[src/rtl/mult_div_unit_if.sv]
// Bundle between the control unit / register bank and the multiply/divide unit.
// Optional MDU_DIV0_FLAG_EN adds the div0 completion flag.
//
// Handshake: start is a request that the unit samples only while it is idle
// (busy=0). An accepted request raises busy from the following edge until the
// result edge. On the result edge hi/lo update and done pulses for exactly one
// cycle, with busy already low. A new start may be presented in that done cycle.
interface mult_div_unit_if #(parameter int DATA_W = 32);
  logic              start;
  logic [1:0]        op;
  logic [DATA_W-1:0] operand_a;
  logic [DATA_W-1:0] operand_b;
  logic              hi_we;
  logic              lo_we;
  logic [DATA_W-1:0] wdata;
  logic              busy;
  logic              done;
  logic [DATA_W-1:0] hi;
  logic [DATA_W-1:0] lo;
`ifdef MDU_DIV0_FLAG_EN
  logic              div0;
`endif

  modport master (
    output start, op, operand_a, operand_b, hi_we, lo_we, wdata,
    input  busy, done, hi, lo
`ifdef MDU_DIV0_FLAG_EN
    , input div0
`endif
  );

  modport slave (
    input  start, op, operand_a, operand_b, hi_we, lo_we, wdata,
    output busy, done, hi, lo
`ifdef MDU_DIV0_FLAG_EN
    , output div0
`endif
  );
endinterface

[src/rtl/mult_div_unit.sv]
// Iterative MIPS multiply/divide unit owning HI/LO.
// MULT/MULTU use shift-add; DIV/DIVU use restoring shift-subtract on magnitudes,
// followed by a sign-correction cycle. Latency: DATA_W+2 edges from accept.
// Optional MDU_DIV0_FLAG_EN: div0 pulses with done when a divide had divisor 0.
module mult_div_unit #(
  parameter int DATA_W = 32
) (
  input  logic                  clk,
  input  logic                  rst,
  mult_div_unit_if.slave        bus,
  output logic [1:0]            dbgState
);
  localparam int CW = $clog2(DATA_W);

  typedef enum logic [1:0] {IDLE = 2'd0, PREP = 2'd1, CALC = 2'd2, FIN = 2'd3} state_t;
  state_t state, stateNext;

  logic [1:0]          opQ;
  logic [DATA_W-1:0]   aRaw, bRaw;     // operands exactly as latched at accept
  logic [DATA_W-1:0]   opnd;           // multiplicand or divisor magnitude
  logic [2*DATA_W-1:0] prod;           // product, or {remainder, quotient}
  logic                signQ, signR;
  logic [CW-1:0]       cnt;
  logic [DATA_W-1:0]   hiR, loR;
  logic                doneR;
`ifdef MDU_DIV0_FLAG_EN
  logic                div0R;
`endif

  logic              isDiv, isSigned, lastIter;
  logic [DATA_W-1:0] magA, magB, quot, rem;
  logic [DATA_W:0]   mulSum, shifted, diff;
  logic [2*DATA_W-1:0] prodNeg;

  assign isDiv    = opQ[1];
  assign isSigned = ~opQ[0];
  assign lastIter = (cnt == CW'(DATA_W - 1));
  assign magA     = (isSigned && aRaw[DATA_W-1]) ? -aRaw : aRaw;
  assign magB     = (isSigned && bRaw[DATA_W-1]) ? -bRaw : bRaw;
  // One shift-add step: conditionally add the multiplicand into the upper half.
  assign mulSum   = {1'b0, prod[2*DATA_W-1:DATA_W]} + (prod[0] ? {1'b0, opnd} : '0);
  // One restoring step: shift the next dividend bit into the partial remainder.
  assign shifted  = {prod[2*DATA_W-1:DATA_W], prod[DATA_W-1]};
  assign diff     = shifted - {1'b0, opnd};
  assign quot     = prod[DATA_W-1:0];
  assign rem      = prod[2*DATA_W-1:DATA_W];
  assign prodNeg  = -prod;

  assign bus.busy = (state == CALC) || (state == FIN);
  assign bus.done = doneR;
  assign bus.hi   = hiR;
  assign bus.lo   = loR;
`ifdef MDU_DIV0_FLAG_EN
  assign bus.div0 = div0R;
`endif
  assign dbgState = state;

  // State register.
  always_ff @(posedge clk) begin
    if (rst) state <= IDLE;
    else     state <= stateNext;
  end

  // Next-state logic: IDLE -> PREP -> CALC x DATA_W -> FIN -> IDLE.
  always_comb begin
    stateNext = state;
    case (state)
      IDLE:    if (bus.start) stateNext = PREP;
      PREP:    stateNext = CALC;
      CALC:    if (lastIter) stateNext = FIN;
      FIN:     stateNext = IDLE;
      default: stateNext = IDLE;
    endcase
  end

  // Datapath: operand latch, iteration, sign correction and HI/LO writes.
  always_ff @(posedge clk) begin
    if (rst) begin
      opQ   <= '0;
      aRaw  <= '0;
      bRaw  <= '0;
      opnd  <= '0;
      prod  <= '0;
      signQ <= 1'b0;
      signR <= 1'b0;
      cnt   <= '0;
      hiR   <= '0;
      loR   <= '0;
      doneR <= 1'b0;
`ifdef MDU_DIV0_FLAG_EN
      div0R <= 1'b0;
`endif
    end else begin
      doneR <= 1'b0;
`ifdef MDU_DIV0_FLAG_EN
      div0R <= 1'b0;
`endif
      case (state)
        IDLE: begin
          if (bus.hi_we) hiR <= bus.wdata;
          if (bus.lo_we) loR <= bus.wdata;
          if (bus.start) begin
            opQ  <= bus.op;
            aRaw <= bus.operand_a;
            bRaw <= bus.operand_b;
          end
        end
        PREP: begin
          signQ <= isSigned & (aRaw[DATA_W-1] ^ bRaw[DATA_W-1]);
          signR <= isSigned & aRaw[DATA_W-1];
          cnt   <= '0;
          if (isDiv) begin
            opnd <= magB;
            prod <= {{DATA_W{1'b0}}, magA};
          end else begin
            opnd <= magA;
            prod <= {{DATA_W{1'b0}}, magB};
          end
        end
        CALC: begin
          cnt <= cnt + CW'(1);
          if (isDiv) begin
            if (!diff[DATA_W]) prod <= {diff[DATA_W-1:0], prod[DATA_W-2:0], 1'b1};
            else               prod <= {shifted[DATA_W-1:0], prod[DATA_W-2:0], 1'b0};
          end else begin
            prod <= {mulSum, prod[DATA_W-1:1]};
          end
        end
        FIN: begin
          cnt   <= '0;
          doneR <= 1'b1;
          if (isDiv) begin
            // Divide by zero returns all-ones quotient and the dividend untouched.
            if (bRaw == '0) begin
              loR <= '1;
              hiR <= aRaw;
`ifdef MDU_DIV0_FLAG_EN
              div0R <= 1'b1;
`endif
            end else begin
              loR <= signQ ? -quot : quot;
              hiR <= signR ? -rem : rem;
            end
          end else begin
            {hiR, loR} <= signQ ? prodNeg : prod;
          end
        end
        default: ;
      endcase
    end
  end
endmodule

[src/flat_wrapper.sv]
// flat-port wrapper written by rule: the top's interface ports become plain ports
module mult_div_unit_flat 
#(
  parameter int DATA_W = 32
)
  (clk, rst, dbgState, bus_start, bus_op, bus_operand_a, bus_operand_b, bus_hi_we, bus_lo_we, bus_wdata, bus_busy, bus_done, bus_hi, bus_lo);
  mult_div_unit_if #(.DATA_W(DATA_W)) bus_i ();
  input  logic clk;
  input  logic rst;
  output logic [1:0] dbgState;
  input wire logic [$bits(bus_i.start)-1:0] bus_start;
  input wire logic [$bits(bus_i.op)-1:0] bus_op;
  input wire logic [$bits(bus_i.operand_a)-1:0] bus_operand_a;
  input wire logic [$bits(bus_i.operand_b)-1:0] bus_operand_b;
  input wire logic [$bits(bus_i.hi_we)-1:0] bus_hi_we;
  input wire logic [$bits(bus_i.lo_we)-1:0] bus_lo_we;
  input wire logic [$bits(bus_i.wdata)-1:0] bus_wdata;
  output wire logic [$bits(bus_i.busy)-1:0] bus_busy;
  output wire logic [$bits(bus_i.done)-1:0] bus_done;
  output wire logic [$bits(bus_i.hi)-1:0] bus_hi;
  output wire logic [$bits(bus_i.lo)-1:0] bus_lo;
  assign bus_i.start = bus_start;
  assign bus_i.op = bus_op;
  assign bus_i.operand_a = bus_operand_a;
  assign bus_i.operand_b = bus_operand_b;
  assign bus_i.hi_we = bus_hi_we;
  assign bus_i.lo_we = bus_lo_we;
  assign bus_i.wdata = bus_wdata;
  assign bus_busy = bus_i.busy;
  assign bus_done = bus_i.done;
  assign bus_hi = bus_i.hi;
  assign bus_lo = bus_i.lo;
  mult_div_unit #(.DATA_W(DATA_W)) u_core (.clk(clk), .rst(rst), .bus(bus_i), .dbgState(dbgState));
endmodule
[config.mk]
export PLATFORM = sky130hd
export DESIGN_NAME = mult_div_unit_flat
export DESIGN_NICKNAME = d
export VERILOG_FILES = /design/src/rtl/mult_div_unit_if.sv /design/src/rtl/mult_div_unit.sv /design/src/flat_wrapper.sv
export SDC_FILE = /design/constraint.sdc
export NUM_CORES = 1
export LEC_CHECK = 0
export ABC_AREA = 1
export BUFFER_PORTS_ARGS = -buffer_cell sky130_fd_sc_hd__clkbuf_2
export CAP_MARGIN = 20
export CORE_AREA = 10 10 229 340
export DETAILED_ROUTE_END_ITERATION = 10
export DIE_AREA = 0 0 239 350
export PLACE_DENSITY = 0.55
export SYNTH_ARGS = -nofsm -noshare
export SYNTH_HDL_FRONTEND = slang
export SYNTH_SLANG_ARGS = --single-unit
[constraint.sdc]
create_clock -name clk -period 2.5 [get_ports clk]
set_input_delay 0.375 -clock clk [delete_from_list [all_inputs] [get_ports clk]]
set_output_delay 0.375 -clock clk [all_outputs]
set_load 0.005 [all_outputs]
==> results.md <==
* Status: complete, no violations
* Post-synth cell types at 45
* GPL Wtd Cong at 1.05
* Tmin final at 2500 ps
* Synth Register Bits at 236
* Die H at 350 um
* Clock power frac at 12.1%
* Top cell by count, worst path: nand2_1
* Data arrival, critical path at 2950 ps
* Min-delay worst type: input port to register
* # port buffers at 170
* Final wirelength at 115 mm
* Die Wd at 239 um
* CTS hold repair buffers at 0
* Clk buf depth at 3
* Vias in the first global route at 26200
* Reg clk slew, reported paths at 70 ps
* Critical Path Slowest Stage Cell: dfxtp_2
* Delay-heaviest family, CP: simple AND/OR/NAND/NOR gates
* DR vias at 26900
* Pin count of the biggest net entering global routing at 106
* Worst-path maximum fanout at 6
* Antenna Nets Post-Route at 0
* Seq pwr share at 16.5%
* Crit-path cells: inv_1 > ha_1 > nand2_1 > nor2_2 > inv_2 > nor3_4 > and2_4 > nand2_4 > nand2_4 > nand2_4 > nand2_8 > buf_6 > nand2_1 > nand2_1 > nand2_1 > nand2_1 > a21oi_1
* Final Non-Filler Cells at 5180
* Final nets at 4417
* Worst path depth at 17
* Sw Share at 53.5%
* Total CTS buffers at 27
* Clock Latency Late Sink at 630 ps
* Drt first pass iters at 6
* DIE AREA at 0.0837 sq mm
* Initial antenna violation count at 1
* Required time worst endpoint at 2950 ps
* Worst hold slack at 24.7 ps
* Max-slew violation count at 0
* Worst setup SP type: register
* Worst Path Buf+Inv at 3
* Worst path max stage delay at 430 ps
* Slew headroom at 38.9%
* Post-Syn Area at 0.0214 sq mm
* FP Rows at 121
* Max_cap viols at 0
* Gate count of the mapped netlist at 3783
* Synthesized netlist net count at 3963
* Fill cell count at 7848
* Sequential-to-total area share from yosys stat at 22.1%
* Hold Fails Final Rpt at 0
* Most used DFF post-synth: dfxtp_1
* Routed WL per cell at 22.2 um
* Leakage at 14.1 nW
* CTS tree: built
* Starting DRT DRC Count at 2343
* Drc violations at 0
* Cell taking the most area after synthesis: dfxtp_1
* Core box area at 0.0719 sq mm
* RSZ-0062 raised after global routing: yes
* Asr flop ratio synth at 0%
* GRT Residual Overflow at 0
* First-pass GRT wire length at 164 mm
* Hold-critical path depth at 3
* Warnings, synthesis at 0
* Post-Place Worst Slack at -173 ps
* H-Tree Depth at 1
* Worst Reg-to-Reg Cells at 17
* Achievable Freq at 0.401 GHz
* Final setup fails at 0
* Setup Skew at 22.3 ps
* Vias per cell at 5.19
* DPL Wire Length at 93.4 mm
* Avg Cell Area, Syn at 5.65 sq um
* Final Util at 39.6%
* Clk Tree Root Cell: clkbuf_16
* Area delta synth->final at 33.2%
* Net Switching at 19.5 mW
* Post-synth EDFFs at 0
* Io pins at 171
* Initial Utilization at 29.7%
* Layout cell share with drive strength beyond 1 at 22.8%
* Area contributors post-synth: dfxtp_1 22%, nand2_1 19%, inv_1 8.7%
* Int Pwr at 17.0 mW
* Crit path kind: register to register
* Type of destination of the critical path: register
* Commonest non-fill, non-tap cell in the layout: nand2_1
* Pwr/cell area at 1280 mW/mm^2
* Tcrit/Tclk final at 99.9%
* Comb power frac at 71.4%
* Most frequent cells in the layout: 1038 x nand2_1, 474 x inv_1, 388 x buf_4
* GRT Total Usage at 26.3%
* Area share of the largest cell type after synthesis at 22.1%
* Worst Slack Setup Final at 3.35 ps
* Cell Count Post-Placement at 5110
* Max IR drop VDD at 0.780 mV
* Clk sinks at 236
* Slew @ Worst Pin at 917 ps
worst reg2reg max path, stage by stage, from the launching register on:
cell	delay, ps
dfxtp_2	430
inv_1	110
ha_1	300
nand2_1	90
nor2_2	160
inv_2	60
nor3_4	170
and2_4	190
nand2_4	70
nand2_4	100
nand2_4	70
nand2_8	120
buf_6	130
nand2_1	50
nand2_1	80
nand2_1	60
nand2_1	90
a21oi_1	50
power groups by stage:
stage / combinational, mW / clock [mW] / sequential [mW]
after floorplan: 13.2 / 0 / 5.64
after global placement: 23.4 / 0 / 6.04
after detailed placement: 23.3 / 0 / 6.03
after CTS: 23.6 / 4.48 / 5.96
after global routing: 28.1 / 4.63 / 6.13
final: 26.1 / 4.41 / 6.05
timing repair:
item,4_1_cts,5_1_grt
setup endpoints to repair,34,68
cloned,0,6
pin swaps,3,45
buffers inserted,0,14
gates resized for setup,46,292
cell usage after synthesis (30+ instances only):
library cell,number
clkbuf_1,124
dfxtp_1,236
xor2_1,104
nor2_1,323
nor3_1,30
nand3_1,340
o211ai_1,50
nand4_1,53
a21oi_1,362
ha_1,75
inv_1,494
nand2_1,1103
o21ai_0,303
final timing paths:
path                                                      to                         start  slack [ps]
worst max-delay path            u_core.prod[62]$_SDFFE_PP0P_  u_core.opnd[24]$_SDFFE_PP0P_           3
worst min-delay path            u_core.bRaw[21]$_SDFFE_PP0P_             bus_operand_b[21]          20
worst max register to register  u_core.prod[62]$_SDFFE_PP0P_  u_core.opnd[24]$_SDFFE_PP0P_           3
worst min register to register  u_core.opnd[21]$_SDFFE_PP0P_  u_core.opnd[21]$_SDFFE_PP0P_         490
kinds of logic after synthesis:
group / after synthesis / synth area share [%]
compound gates: 760 / 18.7
xor+xnor: 116 / 4.75
fa+ha+maj: 77 / 4.58
buf+inv: 679 / 12.3
flops: 236 / 22.1
simple gates: 1915 / 37.5
per-stage QoR:
step	setup TNS (ps)	instance area, sq um	power [mW]
3_5_place_dp	-1830	25900	29.4
6_report	0	28500	36.6
5_1_grt	-1100	28500	38.8
3_3_place_gp	-2060	25900	29.5
2_1_floorplan	0	21400	18.9
4_1_cts	-9.17	27000	34.0
final cells by class:
class	instances	area, sq um	area share (%)
multi-input combinational	2869	15300	53.8
sequential	236	4770	16.8
timing repair buffer	590	4340	15.3
inverter	513	1940	6.81
tap	922	1150	4.05
clock buffer	34	752	2.64
clock inverter	15	186	0.655
antenna	1	2.50	0.00879
layer usage:
| metal | up-vias | wire (um) | share of wire, % | track usage (%) |
|---|---|---|---|---|
| li1 | 13100 | - | - | - |
| met1 | 12400 | 40200 | 35 | 26.4 |
| met2 | 964 | 56600 | 49 | 46.8 |
| met3 | 393 | 5430 | 4.7 | 2.98 |
| met4 | 2 | 12500 | 11 | 24.3 |
| met5 | - | 9 | 0.0078 | 0 |
state kept, by name, summed over array words and instances (netlist names):
register	count
u_core.prod	64
u_core.aRaw	32
u_core.bRaw	32
u_core.bus.hi	32
u_core.bus.lo	32
u_core.opnd	32
u_core.cnt	5
u_core.dbgState	2
u_core.opQ	2
u_core.bus.done	1
u_core.signQ	1
u_core.signR	1
No activity file was read; power rests on OpenSTA's default activity.
